**config.mk**
```make
export PLATFORM = sky130hd
export DESIGN_NAME = load_store_unit
export DESIGN_NICKNAME = d
export VERILOG_FILES = /design/src/rtl/load_store_unit.sv
export SDC_FILE = /design/constraint.sdc
export NUM_CORES = 1
export LEC_CHECK = 0
export CAP_MARGIN = 20
export CORE_MARGIN = 2
export CORE_UTILIZATION = 40
export DETAILED_ROUTE_END_ITERATION = 6
export PLACE_DENSITY = 0.82
export SLEW_MARGIN = 25
export SYNTH_ARGS = -nofsm -noshare
export SYNTH_HDL_FRONTEND = slang
export SYNTH_SLANG_ARGS = --single-unit
```
**constraint.sdc**
```tcl
create_clock -name clk -period 3.5 [get_ports clk]
set_input_delay 0.7 -clock clk [delete_from_list [all_inputs] [get_ports clk]]
set_output_delay 0.7 -clock clk [all_outputs]
set_load 0.05 [all_outputs]
```
**src/rtl/load_store_unit.sv**
```systemverilog
// load_store_unit: sequences load/store requests onto a synchronous 32x32 data memory port
// and returns a buffered response over a valid/ready handshake.
// Build option: define LSU_BYTE_ADDR_EN to treat the effective address as a byte address
// (word aligned, mem_addr = EA[AW+1:2]); undefined, EA is a word address.
module load_store_unit #(
    parameter int DW    = 32,
    parameter int AW    = 5,
    parameter int DEPTH = 32,
    parameter int OFFW  = 16
) (
    input  logic            clk,
    input  logic            rst_n,
    input  logic            req_valid,
    output logic            req_ready,
    input  logic            req_wr,
    input  logic [DW-1:0]   req_base,
    input  logic [OFFW-1:0] req_off,
    input  logic [DW-1:0]   req_wdata,
    output logic [AW-1:0]   mem_addr,
    output logic [DW-1:0]   mem_datain,
    output logic            mem_sigwr,
    output logic            mem_sigon,
    input  logic [DW-1:0]   mem_dataout,
    output logic            rsp_valid,
    input  logic            rsp_ready,
    output logic [DW-1:0]   rsp_rdata,
    output logic            rsp_err
);
    typedef enum logic [1:0] {IDLE, ISSUE, CAPTURE, RESP} state_t;
    state_t          state;
    logic            wr;
    logic [DW-1:0]   wdata;
    logic [AW-1:0]   addr;
    logic [DW-1:0]   ea;
    logic            ea_err;
    logic [AW-1:0]   ea_addr;
    // effective address, wrapping modulo 2^DW, plus range (and alignment) check
    always_comb begin
        ea = req_base + {{(DW-OFFW){req_off[OFFW-1]}}, req_off};
`ifdef LSU_BYTE_ADDR_EN
        ea_err  = (ea[1:0] != 2'b00) || ((ea >> 2) >= DW'(DEPTH));
        ea_addr = ea[AW+1:2];
`else
        ea_err  = ea >= DW'(DEPTH);
        ea_addr = ea[AW-1:0];
`endif
    end
    // memory port is only driven during ISSUE, so an async reset drops it immediately
    always_comb begin
        req_ready  = state == IDLE;
        mem_sigon  = state == ISSUE;
        mem_sigwr  = (state == ISSUE) ? wr : 1'b0;
        mem_addr   = (state == ISSUE) ? addr : '0;
        mem_datain = (state == ISSUE) ? wdata : '0;
    end
    // request sequencing and registered response
    always_ff @(posedge clk or negedge rst_n) begin
        if (!rst_n) begin
            state     <= IDLE;
            wr        <= 1'b0;
            wdata     <= '0;
            addr      <= '0;
            rsp_valid <= 1'b0;
            rsp_rdata <= '0;
            rsp_err   <= 1'b0;
        end else begin
            case (state)
                IDLE: begin
                    if (req_valid) begin
                        wr    <= req_wr;
                        wdata <= req_wdata;
                        if (ea_err) begin
                            rsp_valid <= 1'b1;
                            rsp_err   <= 1'b1;
                            rsp_rdata <= '0;
                            state     <= RESP;
                        end else begin
                            addr  <= ea_addr;
                            state <= ISSUE;
                        end
                    end
                end
                ISSUE: state <= CAPTURE;
                CAPTURE: begin
                    rsp_rdata <= wr ? wdata : mem_dataout;
                    rsp_err   <= 1'b0;
                    rsp_valid <= 1'b1;
                    state     <= RESP;
                end
                RESP: begin
                    if (rsp_ready) begin
                        rsp_valid <= 1'b0;
                        state     <= IDLE;
                    end
                end
                default: state <= IDLE;
            endcase
        end
    end
endmodule

```
==> flow_summary.toml, run 1 <==
[cells_and_area]
syn_to_final_growth_pct = 68.4
multi_input_area_um2 = 4340
drive_gt1_frac = 0.386
diodes = 0
final_net_count = 1047
fillCellCount = 1099
regArea_um2 = 1850

[worst_setup_path]
crit_fanout = 8
rrSetupSlack_ns = 0.50
cp-end-kind = "flip-flop"
cp.required_ns = 3.71
worstSetupStartpointType = "input pin"
reg2reg_depth = 12
path_class = "in -> reg"
reg2reg_to = "rsp_rdata[23]"
r2r_start = "state[1]"
arrival_ns = 4.04

[die]
die_w_um = 125
std_cell_rows = 44
core_um2 = 14400
dieArea_um2 = 15500
io_pins = 191
start_util = 0.405
die_y_um = 125

[synth]
syn_area_um2 = 5820
synth_edf_count = 0
synth_cell_types = 74
ys_seq_area_frac = 0.318
postSynthNetCount = 736
synth_area_per_cell_um2 = 9.98
ys_ff_latch = 74
yosys_warnings = 0
ys.flop_type = "dfrtp_1"
synthArstFlopShare = 1.00
syn_inst = 583

[cts]
cts_buffers = 9
cts_tree = "yes"
clkSinkCount = 74
clockRootBuffer = "clkbuf_16"
hold_buffers = 0
cts_buffer_depth = 2
clk-insertion-delay-late_ns = 0.33
htree_levels = 3
cts.reportedPaths.clkPinSlew_ns = 0.06

[timing]
fmax_mhz = 261
hold_slack_ns = 0.505
maxSlewViolCount = 0
tightest_slew_ns = 0.910
final-setup-viol-count = 40
maxSlewHeadroom = 0.393
finalHoldViolations = 0
finalCriticalPeriod_ns = 3.83
fin_tns_setup_ns = -11.14
period_share = 1.09
rsz0062_at_grt = "yes"
clock_skew_ns = 0.00562
setup_slack_ns = -0.332

[placement]
gp_congestion = 0.877
portBuffers = 190
hpwlAfterDp_um = 13600

[global_routing]
grt_max_degree = 75
grt_pass1_wl_um = 29000
first_global_vias = 5784
antenna_found_initial = 0
overflow = 0
track_usage = 0.228

[drt]
route.detailed.drc = 0
wl_um = 18600
avgRoutedWirePerCell_um = 17.2
ant_nets = 0
drt-initial-drc-count = 225
dr.pass1.iters = 4
vias = 5694
via_per_inst = 5.26

[status]
violations = "negative setup slack"
status = "finished with violations"

[worst_hold_path]
hold_path_class = "in -> async"

[power]
p_leak_nw = 4.31
irDropWorstVdd_v = 0.000399
power_density_nw_per_um2 = 651
total_power_w = 0.00637

[run]
maxCapViolCount = 0
[per-layer routing]
layer / vias up / routed length [um] / GRT usage
met4: 0 / 269 / 0.0529
met5: - / 0 / 0
met3: 22 / 900 / 0.0314
li1: 2724 / - / -
met1: 2756 / 7670 / 0.269
met2: 192 / 9780 / 0.434
[cells by family (layout without fill, tap and decap cells)]
group | Yosys count | in the layout | synth area share
AND/OR/NAND/NOR | 192 | 192 | 0.169
buffers and inverters | 42 | 358 | 0.0424
AO/OA/AOI/OAI | 114 | 114 | 0.145
adder cells (fa/ha/maj) | 36 | 36 | 0.0787
flip-flops | 74 | 74 | 0.318
XOR/XNOR | 19 | 19 | 0.0286
multiplexers | 106 | 106 | 0.217
[metrics by stage]
step	worst slack [ns]	instance area (um^2)	instances	util
after floorplan	-0.394	5870	583	-
after global placement	-1.07	8720	1047	0.607
after detailed placement	-1.10	8720	1047	0.607
after CTS	-0.316	9560	1077	0.665
after global routing	-0.476	9790	1083	0.682
final	-0.332	9790	1083	0.682
[layout make-up]
cell class | count | area share
tap | 184 | 0.0235
multi-input combinational | 467 | 0.443
sequential | 74 | 0.189
timing repair buffer | 330 | 0.308
inverter | 12 | 0.00460
clock buffer | 10 | 0.0244
clock inverter | 6 | 0.00741
[repair_timing]
action	in CTS	in global routing
buffers inserted	14	7
setup endpoints to repair	40	40
cloned	0	1
resized for setup	118	46
pin swaps	40	31
[flip-flops by register name, indices dropped and copies added, names as in the netlist]
| name | count |
|---|---|
| wr | 1 |
| state | 2 |
| rsp_valid | 1 |
| wdata | 32 |
| rsp_err | 1 |
| rsp_rdata | 32 |
| addr | 5 |
[synthesized netlist by cell type, drive strengths merged, types with 2 or more instances]
cell type  count  area [um^2]
or4            2         18.8
o221ai         2         23.8
o2111ai        2         17.5
mux2          71          912
a31oi          2         27.5
and2          41          257
a311oi         2         23.8
inv           12         45.0
a21oi         35          205
ha            35          438
or3            2         12.5
a211o          3         26.3
nor2b          3         18.8
nand4          8         50.1
nand2         39          151
dfrtp         74         1850
or2            2         12.5
nor3          11         60.1
xor2          10         87.6
nand3         11         72.6
o21bai         4         30.0
o21ai         23          134
o22ai          2         12.5
and3           3         18.8
and4           2         20.0
o31ai          3         22.5
a21o           6         45.0
nand2b         5         31.3
clkbuf        17         65.1
a211oi         7         57.6
mux2i         35          350
buf           13          136
o211ai         4         30.0
nor4           4         40.0
nor2          59          221
o21a           6         45.0
xnor2          9         78.8
a2111oi        3         45.1
[worst max-delay path by stage]
stage                            start             to  cells past startpoint
final                     req_base[17]  rsp_rdata[23]                     15
after global routing      req_base[17]  rsp_rdata[23]                     15
after CTS                   req_off[0]        addr[4]                     16
after detailed placement   req_base[0]        addr[4]                     15
after global placement     req_base[0]        addr[0]                     15
after floorplan            req_base[0]        addr[0]                     13
[layout by cell type, fill, tap and decap left out, drive strengths merged, types with 23 or more instances in the layout]
cell type and instances:
a21oi 35, mux2i 35, mux2 71, o21ai 23, dfrtp 74, buf 160, and2 41, nand2 39
clkdlybuf4s50 135, ha 35, nor2 59
[power by group]
part / internal, W / switching [W]
logic: 0.00189 / 0.00215
registers: 0.00118 / 0.000217
clock network: 0.000579 / 0.000364
[worst max-delay path, cell delays in order]
cell,delay [ns]
clkdlybuf4s50_1,0.45
ha_4,0.30
nand4_1,0.20
buf_4,0.22
nor2_2,0.09
o21ai_1,0.08
a21oi_1,0.18
a211oi_2,0.06
xnor2_1,0.15
or4_4,0.54
nor4_4,0.35
a21oi_4,0.09
clkbuf_16,0.20
buf_6,0.12
mux2_4,0.29
(Power assumes the default switching activity.)
==> run 2: changes to the inputs <==
ABC_CLOCK_PERIOD_IN_PS = 3500   (was not set)
CORE_UTILIZATION = 46   (was 40)
PLACE_DENSITY = 0.91   (was 0.82)
==> flow_summary.toml, run 2 (same netlist as run 1, synthesis figures left out) <==
[timing]
rsz0062_at_grt = "yes"
maxSlewHeadroom = 0.372
clock_skew_ns = 0.00391
hold_slack_ns = 0.502
tightest_slew_ns = 0.942
final-setup-viol-count = 39
period_share = 1.09
setup_slack_ns = -0.327
fmax_mhz = 261
finalHoldViolations = 0
maxSlewViolCount = 0
finalCriticalPeriod_ns = 3.83

[placement]
place_ws_ns = -1.01
gp_congestion = 0.922
portBuffers = 190
hpwlAfterDp_um = 14100

[die]
dieArea_um2 = 13600
core_um2 = 12500
io_pins = 191
die_w_um = 116
start_util = 0.467
std_cell_rows = 41
die_y_um = 116

[drt]
avgRoutedWirePerCell_um = 19.5
drt-initial-drc-count = 440
wl_um = 21200
vias = 6063
ant_nets = 0
route.detailed.drc = 0
via_per_inst = 5.57
dr.pass1.iters = 5

[power]
total_power_w = 0.00648
seqPwrFrac = 0.217
p_leak_nw = 4.37
p_comb_frac = 0.630
irDropWorstVdd_v = 0.000370
netSwitchingFraction = 0.429
clkPwrFrac = 0.153
power_density_nw_per_um2 = 648
internal_power_w = 0.00370
p_sw_w = 0.00278

[cells_and_area]
final_net_count = 1065
post-route-util = 0.802
diodes = 0
syn_to_final_growth_pct = 72.0
fillCellCount = 691
drive_gt1_frac = 0.388
mostFrequentLayoutCell = "clkdlybuf4s50_1"
mostFrequentLayoutCells = "150 x clkdlybuf4s50_1, 141 x buf_4, 73 x dfrtp_1, 55 x nor2_1, 40 x and2_1"
multi_input_area_um2 = 4400
reg.largest.list = "rsp_rdata x32, wdata x32, addr x5"
regArea_um2 = 1850

[global_routing]
grt_max_degree = 75
overflow = 0
grt_pass1_wl_um = 30800
first_global_vias = 6244
track_usage = 0.290
antenna_found_initial = 0

[worst_setup_path]
worstSetupStartpointType = "input pin"
crit_fanout = 7
crit_buf_inv = 6
worst_path_most_repeated_cell = "buf_6"
cp.required_ns = 3.71
worst_path_dominant_cell_family = "simple AND/OR/NAND/NOR gates"
cpPeakStageDelay_ns = 0.51
path_cells = "clkbuf_2, buf_6, buf_12, ha_4, buf_6, nand4_1, buf_4, nor2_4, nand2_4, o221ai_2, xnor2_1, o21ai_1, or4_4, nor4_4, a21oi_4, clkbuf_16, mux2_4"
arrival_ns = 4.04
cp-end-kind = "flip-flop"
slowest_stage = "or4_4"
path_class = "in -> reg"

[cts]
clkSinkCount = 74
clockRootBuffer = "clkbuf_16"
hold_buffers = 0
cts.reportedPaths.clkPinSlew_ns = 0.06
cts_tree = "yes"
clk-insertion-delay-late_ns = 0.33
htree_levels = 3
cts_buffers = 9
cts_buffer_depth = 2

[status]
status = "finished with violations"
violations = "negative setup slack"

[run]
maxCapViolCount = 0

[worst_hold_path]
hold_path_class = "in -> async"
run 2: cell types whose count changed in the layout (fill, tap and decap cells not counted), sizes merged:
| cell | change |
|---|---|
| clkdlybuf4s50 | +15 |
| clkbuf | +5 |
| dlygate4sd2 | +5 |
| clkdlybuf4s15 | -4 |
| inv | -2 |
| buf | -1 |
| bufinv | +1 |
| dlymetal6s2s | -1 |
run 2: area by class of cell:
class / count / area share
multi-input cells: 467 / 0.440
repair buffers: 348 / 0.317
flip-flops and latches: 74 / 0.185
clock buffers: 11 / 0.0243
well taps: 172 / 0.0215
clock inverters: 5 / 0.00775
inverters: 12 / 0.00450
run 2: path summary, 6_finish.rpt:
| path | depth (start not counted) | slack, ns | to | start |
|---|---|---|---|---|
| min in group clk | 1 | 0.51 | addr[2] | addr[2] |
| setup / recovery | 17 | -0.33 | rsp_rdata[2] | req_off[15] |
| setup reg to reg | 11 | 0.59 | rsp_rdata[2] | state[0] |
| hold reg to reg | 1 | 0.51 | addr[2] | addr[2] |
| hold / removal | 1 | 0.50 | rsp_rdata[5] | rst_n |
| max in group asynchronous | 1 | 2.34 | wr | rst_n |
run 2: metrics by stage:
stage / setup TNS (ns) / cells / area [um^2]
floorplan: -13.19 / 583 / 5870
global placement: -35.06 / 1038 / 8740
detailed placement: -38.17 / 1038 / 8740
CTS: -7.90 / 1076 / 9690
global route: -13.67 / 1089 / 10000
finish: -11.14 / 1089 / 10000
run 2: what timing repair did:
item / 4_1_cts / 5_1_grt
hold endpoints to repair: 0 / 0
gates cloned: 0 / 2
resized for setup: 125 / 51
pin swaps: 54 / 41
setup buffers: 22 / 12
endpoints found under the setup margin: 40 / 40
run 2: worst register-to-register path, delay by kind of cell, from the launching register on:
kind	cells	cell delay, ns
compound gates	4	0.75
simple gates	3	0.68
flops	1	0.40
fa+ha+maj	1	0.37
buf+inv	2	0.32
mux	1	0.30
run 2: power by group through the flow:
stage | combinational, W | clock, W | sequential (W)
2_1_floorplan | 0.00225 | 0 | 0.00167
3_3_place_gp | 0.00364 | 0 | 0.00137
3_5_place_dp | 0.00373 | 0 | 0.00140
4_1_cts | 0.00388 | 0.00100 | 0.00140
5_1_grt | 0.00430 | 0.00104 | 0.00144
6_report | 0.00409 | 0.000992 | 0.00140
run 2: per-layer routing:
metal  wire length (um)  share of wire  global-route usage
met5                  0              0                   0
met4                840          0.040               0.133
met3               1260          0.059              0.0472
met2              11200           0.53               0.545
met1               7900           0.37               0.319
==> run 3: changes to the inputs <==
CTS_CLUSTER_SIZE = 25   (was not set)
==> results of run 3 <==
The final DEF is identical to that of run 2; final timing and power are the same.
